<file path="config.mk">
export PLATFORM = sky130hd
export DESIGN_NAME = control_unit
export DESIGN_NICKNAME = d
export VERILOG_FILES = /design/src/rtl/ctrl_pkg.sv /design/src/rtl/ctrl_imm_gen.sv /design/src/rtl/control_unit.sv
export SDC_FILE = /design/constraint.sdc
export NUM_CORES = 1
export LEC_CHECK = 0
export CAP_MARGIN = 0
export CORE_MARGIN = 5
export CORE_UTILIZATION = 29
export DETAILED_ROUTE_END_ITERATION = 10
export PLACE_DENSITY = 0.73
export SLEW_MARGIN = 20
export SYNTH_ARGS = -nofsm -noshare
export SYNTH_HDL_FRONTEND = slang
export SYNTH_SLANG_ARGS = --single-unit
</file>
<file path="constraint.sdc">
create_clock -name clk -period 0.8 [get_ports clk]
set_input_delay 0.16 -clock clk [delete_from_list [all_inputs] [get_ports clk]]
set_output_delay 0.16 -clock clk [all_outputs]
set_load 0.01 [all_outputs]
</file>
<file path="src/rtl/ctrl_pkg.sv">
// ctrl_pkg: opcode, funct7 and ALU operation definitions shared by the RV32I decoder
package ctrl_pkg;

    localparam logic [6:0] OPC_OP_IMM = 7'b0010011;
    localparam logic [6:0] OPC_LOAD   = 7'b0000011;
    localparam logic [6:0] OPC_STORE  = 7'b0100011;
    localparam logic [6:0] OPC_OP     = 7'b0110011;

    localparam logic [6:0] F7_BASE = 7'b0000000;
    localparam logic [6:0] F7_ALT  = 7'b0100000;

    typedef enum logic [2:0] {
        ALU_ADD  = 3'b000,
        ALU_SLL  = 3'b001,
        ALU_SLT  = 3'b010,
        ALU_SLTU = 3'b011,
        ALU_XOR  = 3'b100,
        ALU_SRL  = 3'b101,
        ALU_OR   = 3'b110,
        ALU_AND  = 3'b111
    } alu_op_t;

endpackage

</file>
<file path="src/rtl/ctrl_imm_gen.sv">
// ctrl_imm_gen: raw 12-bit immediate extraction, I-type or S-type layout
module ctrl_imm_gen
    import ctrl_pkg::*;
(
    input  logic [11:0] i_hi,
    input  logic [4:0]  i_rd,
    input  logic        i_sel_s,
    output logic [11:0] o_imm
);

    // S-type keeps the upper seven bits and takes its low five from the rd slot
    always_comb o_imm = i_sel_s ? {i_hi[11:5], i_rd} : i_hi;

endmodule

</file>
<file path="src/rtl/control_unit.sv">
// control_unit: registered RV32I decoder (immediate, rf write enable, ALU op);
// CTRL_ILLEGAL_FLAG_EN adds a registered 'illegal' output for unsupported instructions
module control_unit
    import ctrl_pkg::*;
(
    input  logic        clk,
    input  logic        reset,
    input  logic [31:0] instr,
    output logic [11:0] imm12,
    output logic        rf_we,
    output logic [2:0]  alu_op
`ifdef CTRL_ILLEGAL_FLAG_EN
    ,
    output logic        illegal
`endif
);

    logic [6:0]  w_opc;
    logic [2:0]  w_f3;
    logic [6:0]  w_f7;
    logic        w_shift;
    logic        w_op_imm;
    logic        w_load;
    logic        w_store;
    logic        w_op;
    logic [11:0] w_gen_imm;
    logic [11:0] w_imm;
    logic        w_we;
    alu_op_t     w_alu;
    logic        w_unused;

    logic [11:0] r_imm12;
    logic        r_rf_we;
    alu_op_t     r_alu_op;

    assign w_opc    = instr[6:0];
    assign w_f3     = instr[14:12];
    assign w_f7     = instr[31:25];
    assign w_unused = ^instr[19:15];

    ctrl_imm_gen u_imm_gen (
        .i_hi    (instr[31:20]),
        .i_rd    (instr[11:7]),
        .i_sel_s (w_store),
        .o_imm   (w_gen_imm)
    );

    // Classify the instruction; shift immediates only accept the base funct7
    always_comb begin
        w_shift  = (w_f3 == ALU_SLL) || (w_f3 == ALU_SRL);
        w_op_imm = (w_opc == OPC_OP_IMM) && (!w_shift || (w_f7 == F7_BASE));
        w_load   = (w_opc == OPC_LOAD);
        w_store  = (w_opc == OPC_STORE);
        w_op     = (w_opc == OPC_OP) && (w_f7 == F7_BASE);
        w_imm    = (w_op_imm || w_load || w_store) ? w_gen_imm : 12'h000;
        w_we     = w_op_imm || w_load || w_op;
        w_alu    = (w_op_imm || w_op) ? alu_op_t'(w_f3) : ALU_ADD;
    end

    // Output registers: one cycle of latency, cleared asynchronously
    always_ff @(posedge clk or posedge reset) begin
        if (reset) begin
            r_imm12  <= 12'h000;
            r_rf_we  <= 1'b0;
            r_alu_op <= ALU_ADD;
        end else begin
            r_imm12  <= w_imm;
            r_rf_we  <= w_we;
            r_alu_op <= w_alu;
        end
    end

    assign imm12  = r_imm12;
    assign rf_we  = r_rf_we;
    assign alu_op = r_alu_op;

`ifdef CTRL_ILLEGAL_FLAG_EN
    logic r_illegal;

    // Flag anything outside the four supported classes, same timing as the rest
    always_ff @(posedge clk or posedge reset) begin
        if (reset) r_illegal <= 1'b0;
        else       r_illegal <= !(w_op_imm || w_load || w_store || w_op);
    end

    assign illegal = r_illegal;
`endif

endmodule

</file>
==> results.yml, run 1 <==
run_status:
  status: "finished, violations left"
  violations: "setup timing"
floorplan:
  io_pins: 50
  die_w_um: 58
  die-area_um2: 3360
  rows: 17
  die_h_um: 58
  core_um2: 2210
  initial_core_util: 0.302
sta:
  final_hold_viol_count: 0
  rsz0062_at_grt: "yes"
  hold_slack_ns: 0.122
  setup_viol: 32
  period_needed_ns: 1.13
  worst_slack_ns: -0.327
  tightest_slew_ns: 0.234
  period_share: 1.41
  drv_slew: 0
  relSlewSlack: 0.843
  fmax_mhz: 887
drt:
  drt_wl_total_um: 1790
  antenna_left: 0
  drtIter0Drc: 3
  drc: 0
  detail_route.first_pass.iterations: 5
  via_per_inst: 4.45
  vias: 619
  detail_route.wl_per_cell_um: 12.9
setup_path:
  critPathRequiredTime_ns: 0.97
  arrival_ns: 1.30
  crit_type: "input pin to register"
  cpMaxStageDelayCell: "or3_4"
  path_cells: "buf_6 -> or3_4 -> nor4b_4 -> buf_6 -> mux2i_2 -> nor2_2"
  critPathCaptureType: "register"
  cp-start-kind: "input pin"
  cp_slowest_stage_delay_ns: 0.39
  path_common_cell: "buf_6"
  cp_max_fo: 5
place:
  io_buffers: 44
  place_congestion: 0.797
  detailed_place_hpwl_um: 1430
  dpl_cell_area_um2: 1230
synth:
  async_reset_ff_frac: 1.00
  syn_inst: 53
  synth_edf_count: 0
  synthMostInstantiatedCell: "dfrtp_1"
  post_synth_instance_area_um2: 668
  synth_area_leader_cell: "dfrtp_1"
  synth-seq-area-share: 0.599
  yosysTopAreaCellShare: 0.599
  yosysWarnings: 0
  synthTopCellsByArea: "dfrtp_1 60%, mux2i_1 7.5%, and3_2 6.7%"
  synth_nets: 87
  synth_common_cells: "16 x dfrtp_1, 7 x nor2_1, 6 x and3_2, 5 x mux2i_1, 3 x and2_1"
  ys.flop_type: "dfrtp_1"
  synth-seq-cells: 16
  syn_avg_cell_area_um2: 12.6
  synthDistinctLibCells: 20
flow_run:
  max-cap-violations: 0
clock_tree:
  cts_buffer_depth: 2
  cts_sinks: 16
  htree_num_levels: 1
  postCtsHoldBufs: 0
  clk_pin_slew_ns: 0.09
  numCtsBuffers: 3
  cts_tree: "yes"
  cts_root_buf: "clkbuf_4"
final_layout:
  nets: 146
  final_core_util: 0.566
  drive_gt1_frac: 0.514
  syn2layout_area_growth_pct: 87.3
  stdcell_area_um2: 1250
  n_antenna_cell: 0
power:
  power-per-cell-area_nw_per_um2: 1270
  leakage_nw: 0.666
  peakVddDrop_uv: 769
  finalPower_mw: 1.59
min_path:
  hp-class: "input pin to register"
grt:
  grt_max_degree: 17
  grt_first_pass_wirelength_um: 3050
  grtUsageTotal: 0.123
  grt-ovfl-total: 0
  grt_antenna_before_repair: 0
  grt_pass1_vias: 695
-- critical path: cells and delay by family --
family / cells / cell delay [ns]
and+or+nand+nor: 3 / 0.67
muxes: 1 / 0.21
buffers and inverters: 2 / 0.25
-- cells in the final DEF (no fill, tap or decap), types with 3 or more instances in the layout --
cell type,instances
and3_2,6
clkbuf_4,3
clkdlybuf4s50_1,13
dlygate4sd2_1,5
buf_6,8
buf_2,17
mux2i_1,4
buf_4,7
nor2_1,6
dfrtp_1,16
-- timing repair --
item / in CTS / in global routing
setup buffers: 1 / 0
pin swaps: 12 / 6
endpoints found under the setup margin: 32 / 32
resized for setup: 102 / 15
cloned: 0 / 0
-- stage by stage --
stage	cells	TNS [ns]	setup WS, ns
2_1_floorplan	53	-7.87	-0.571
3_3_place_gp	134	-17.94	-0.970
3_5_place_dp	134	-18.09	-0.983
4_1_cts	139	-7.06	-0.318
5_1_grt	139	-8.18	-0.374
6_report	139	-6.85	-0.327
-- kinds of logic after synthesis --
family | after synthesis | share of synthesized area
DFF | 16 | 0.599
AOI/OAI and AO/OA | 6 | 0.0693
and+or+nand+nor | 25 | 0.251
buffers and inverters | 1 | 0.00561
muxes | 5 | 0.0749
-- sequential cells by signal, summed over array words and instances, names as in the netlist --
register,count
alu_op,3
rf_we,1
imm12,12
-- cell type report --
| class | instances | area, um2 |
|---|---|---|
| sequential | 16 | 400 |
| clock buffer | 4 | 36.3 |
| fill | 198 | 961 |
| multi-input combinational | 36 | 322 |
| timing repair buffer | 54 | 454 |
| inverter | 1 | 3.75 |
| tap | 28 | 35.0 |
-- power by group --
| part | switching [mW] | total [mW] | internal, mW | leakage (nW) |
|---|---|---|---|---|
| registers | 0.00154 | 0.815 | 0.813 | 0.223 |
| logic | 0.0959 | 0.266 | 0.170 | 0.422 |
| clock network | 0.234 | 0.510 | 0.277 | 0.0210 |
-- routing by layer --
layer / GRT usage / wire length, um / up-vias
met3: 0.0557 / 159 / 4
met1: 0.109 / 584 / 278
met2: 0.227 / 1000 / 34
li1: - / - / 303
met5: 0 / 0 / -
met4: 0.0695 / 42 / 0
-- path summary, 6_finish.rpt --
path	start	cells past startpoint	to	slack, ns
max	instr[2]	6	imm12[2]	-0.33
max in group asynchronous	reset	3	imm12[5]	0.49
min in group asynchronous	reset	3	imm12[11]	0.20
min	instr[29]	2	imm12[9]	0.12
Note: power is estimated with default switching activity, not from simulation.
==> inputs of run 2 (changes only) <==
--- a/config.mk
+++ b/config.mk
@@ -7,10 +7,11 @@
 export LEC_CHECK = 0
 export CAP_MARGIN = 0
 export CORE_MARGIN = 5
-export CORE_UTILIZATION = 29
+export CORE_UTILIZATION = 32
 export DETAILED_ROUTE_END_ITERATION = 10
-export PLACE_DENSITY = 0.73
+export PLACE_DENSITY = 0.74
 export SLEW_MARGIN = 20
 export SYNTH_ARGS = -nofsm -noshare
 export SYNTH_HDL_FRONTEND = slang
+export SYNTH_HIERARCHICAL = 1
 export SYNTH_SLANG_ARGS = --single-unit
==> run 2 against run 1 <==
The flow still finishes with violations (setup timing). Final cell count grew 10%. Critical path depth up 1. Count of clock-buffer cells in the layout stayed put. Critical path type unchanged. Largest power group unchanged.
==> results.yml, run 2 <==
run_status:
  status: "finished, violations left"
  violations: "setup timing"
synth:
  synth_nets: 99
  synthTopCellsByArea: "dfrtp_1 49%, nor3b_2 15%, mux2_2 6.9%"
  synth_edf_count: 0
  synth_area_leader_cell: "dfrtp_1"
  synthMostInstantiatedCell: "dfrtp_1"
  yosysTopAreaCellShare: 0.492
  syn_inst: 65
  synth_common_cells: "16 x dfrtp_1, 10 x nor3b_2, 7 x buf_4, 5 x mux2_2, 5 x nand2_1"
  syn_avg_cell_area_um2: 12.5
  synth-seq-cells: 16
  post_synth_instance_area_um2: 813
  async_reset_ff_frac: 1.00
  yosysWarnings: 6
  ys.flop_type: "dfrtp_1"
  synthDistinctLibCells: 21
  synth-seq-area-share: 0.492
clock_tree:
  clk_pin_slew_ns: 0.09
  cts_root_buf: "clkbuf_4"
  cts_sinks: 16
  cts_tree: "yes"
  numCtsBuffers: 3
  cts_buffer_depth: 2
  htree_num_levels: 1
sta:
  tightest_slew_ns: 0.305
  fmax_mhz: 871
  fin_tns_setup_ns: -4.60
  rsz0062_at_grt: "yes"
  period_needed_ns: 1.15
  worst_slack_ns: -0.348
  setup_viol: 28
  drv_slew: 0
  final_hold_viol_count: 0
  period_share: 1.44
  relSlewSlack: 0.796
setup_path:
  path_cells: "buf_6 -> and3b_2 -> nand2_2 -> nor3b_4 -> buf_6 -> mux2_4 -> nor3b_2"
  cp_max_fo: 5
  path_common_cell: "buf_6"
  crit_type: "input pin to register"
  arrival_ns: 1.34
  cpMaxStageDelayCell: "mux2_4"
  critPathCaptureType: "register"
  critPathRequiredTime_ns: 0.99
  cp_slowest_stage_delay_ns: 0.30
  cp-start-kind: "input pin"
final_layout:
  drive_gt1_frac: 0.642
  largest_reg_flops: 12
  nets: 158
  syn2layout_area_growth_pct: 77.5
  n_antenna_cell: 0
  final_common_cell: "buf_2"
  final_cell_mix: "19 x buf_2, 16 x dfrtp_1, 13 x buf_4, 12 x clkdlybuf4s50_1, 11 x nor3b_2"
  stdcell_area_um2: 1440
grt:
  grt-ovfl-total: 0
  grt_max_degree: 17
  grt_first_pass_wirelength_um: 3790
  grtUsageTotal: 0.144
  grt_antenna_before_repair: 0
  grt_pass1_vias: 840
drt:
  drc: 0
  via_per_inst: 4.66
  detail_route.wl_per_cell_um: 15.3
  antenna_left: 0
  detail_route.first_pass.iterations: 3
  drt_wl_total_um: 2340
  vias: 713
  drtIter0Drc: 10
place:
  place_congestion: 0.744
  dpl_cell_area_um2: 1370
  io_buffers: 44
  pre_cts_ws_ns: -1.06
  detailed_place_hpwl_um: 1690
power:
  finalPower_mw: 1.70
  leakage_nw: 0.701
  peakVddDrop_uv: 1060
  power-per-cell-area_nw_per_um2: 1180
floorplan:
  die_h_um: 60.4
  rows: 18
  core_um2: 2450
  io_pins: 50
  die_w_um: 60.4
  die-area_um2: 3650
  initial_core_util: 0.331
min_path:
  hp-class: "input pin to register"
flow_run:
  max-cap-violations: 0
[run 2: cell count changes after synthesis, sizes merged, moves of 3 or more]
cell,previous run,this run
and3,8,0
nand2,2,5
nor3b,0,13
buf,0,9
mux2i,5,0
nor2,7,1
and2,3,0
mux2,0,5
[run 2: layout make-up]
class | instances | area, um2
timing repair buffer | 63 | 527
clock buffer | 4 | 36.3
inverter | 2 | 7.51
tap | 30 | 37.5
sequential | 16 | 400
fill | 224 | 1010
multi-input combinational | 38 | 435
[run 2: kinds of logic after synthesis]
family                 after synthesis  synth area share
flip-flops                          16             0.492
AND/OR/NAND/NOR                     26             0.280
AO/OA/AOI/OAI                        7            0.0646
buffers and inverters               11            0.0938
multiplexers                         5            0.0692
[run 2: where the power goes]
part	internal, mW	switching [mW]
Sequential	0.813	0.00143
Combinational	0.209	0.128
Clock	0.278	0.272
[run 2: per-stage QoR]
stage | hold slack (ns) | instances | utilization
2_1_floorplan | 0.0737 | 65 | -
3_3_place_gp | 0.483 | 145 | 0.557
3_5_place_dp | 0.509 | 145 | 0.557
4_1_cts | 0.132 | 156 | 0.587
5_1_grt | 0.120 | 153 | 0.588
6_report | 0.129 | 153 | 0.588
[run 2: worst max-delay path: cells and delay by family]
kind,cells,cell delay [ns]
multiplexers,1,0.30
buffers and inverters,2,0.24
AND/OR/NAND/NOR,4,0.63
[run 2: repair_timing]
item | CTS | global route
endpoints found under the setup margin | 32 | 32
cloned | 1 | 0
hold buffers | 0 | 0
pin swaps | 12 | 6
resized for setup | 132 | 7
setup buffers | 9 | 2
[run 2: final timing paths]
check                      startpoint         to  slack [ns]  cells after the start
max                          instr[6]   imm12[4]       -0.35                      7
min                         instr[27]   imm12[7]        0.13                      2
max in group asynchronous       reset  imm12[11]        0.50                      3
min in group asynchronous       reset   imm12[6]        0.18                      3
[run 2: per-layer routing]
| metal | wire (um) | up-vias | global-route usage |
|---|---|---|---|
| met5 | 0 | - | 0 |
| met4 | 36 | 0 | 0.0805 |
| met3 | 209 | 4 | 0.0277 |
| met2 | 1130 | 34 | 0.239 |
| met1 | 968 | 337 | 0.175 |
| li1 | - | 338 | - |
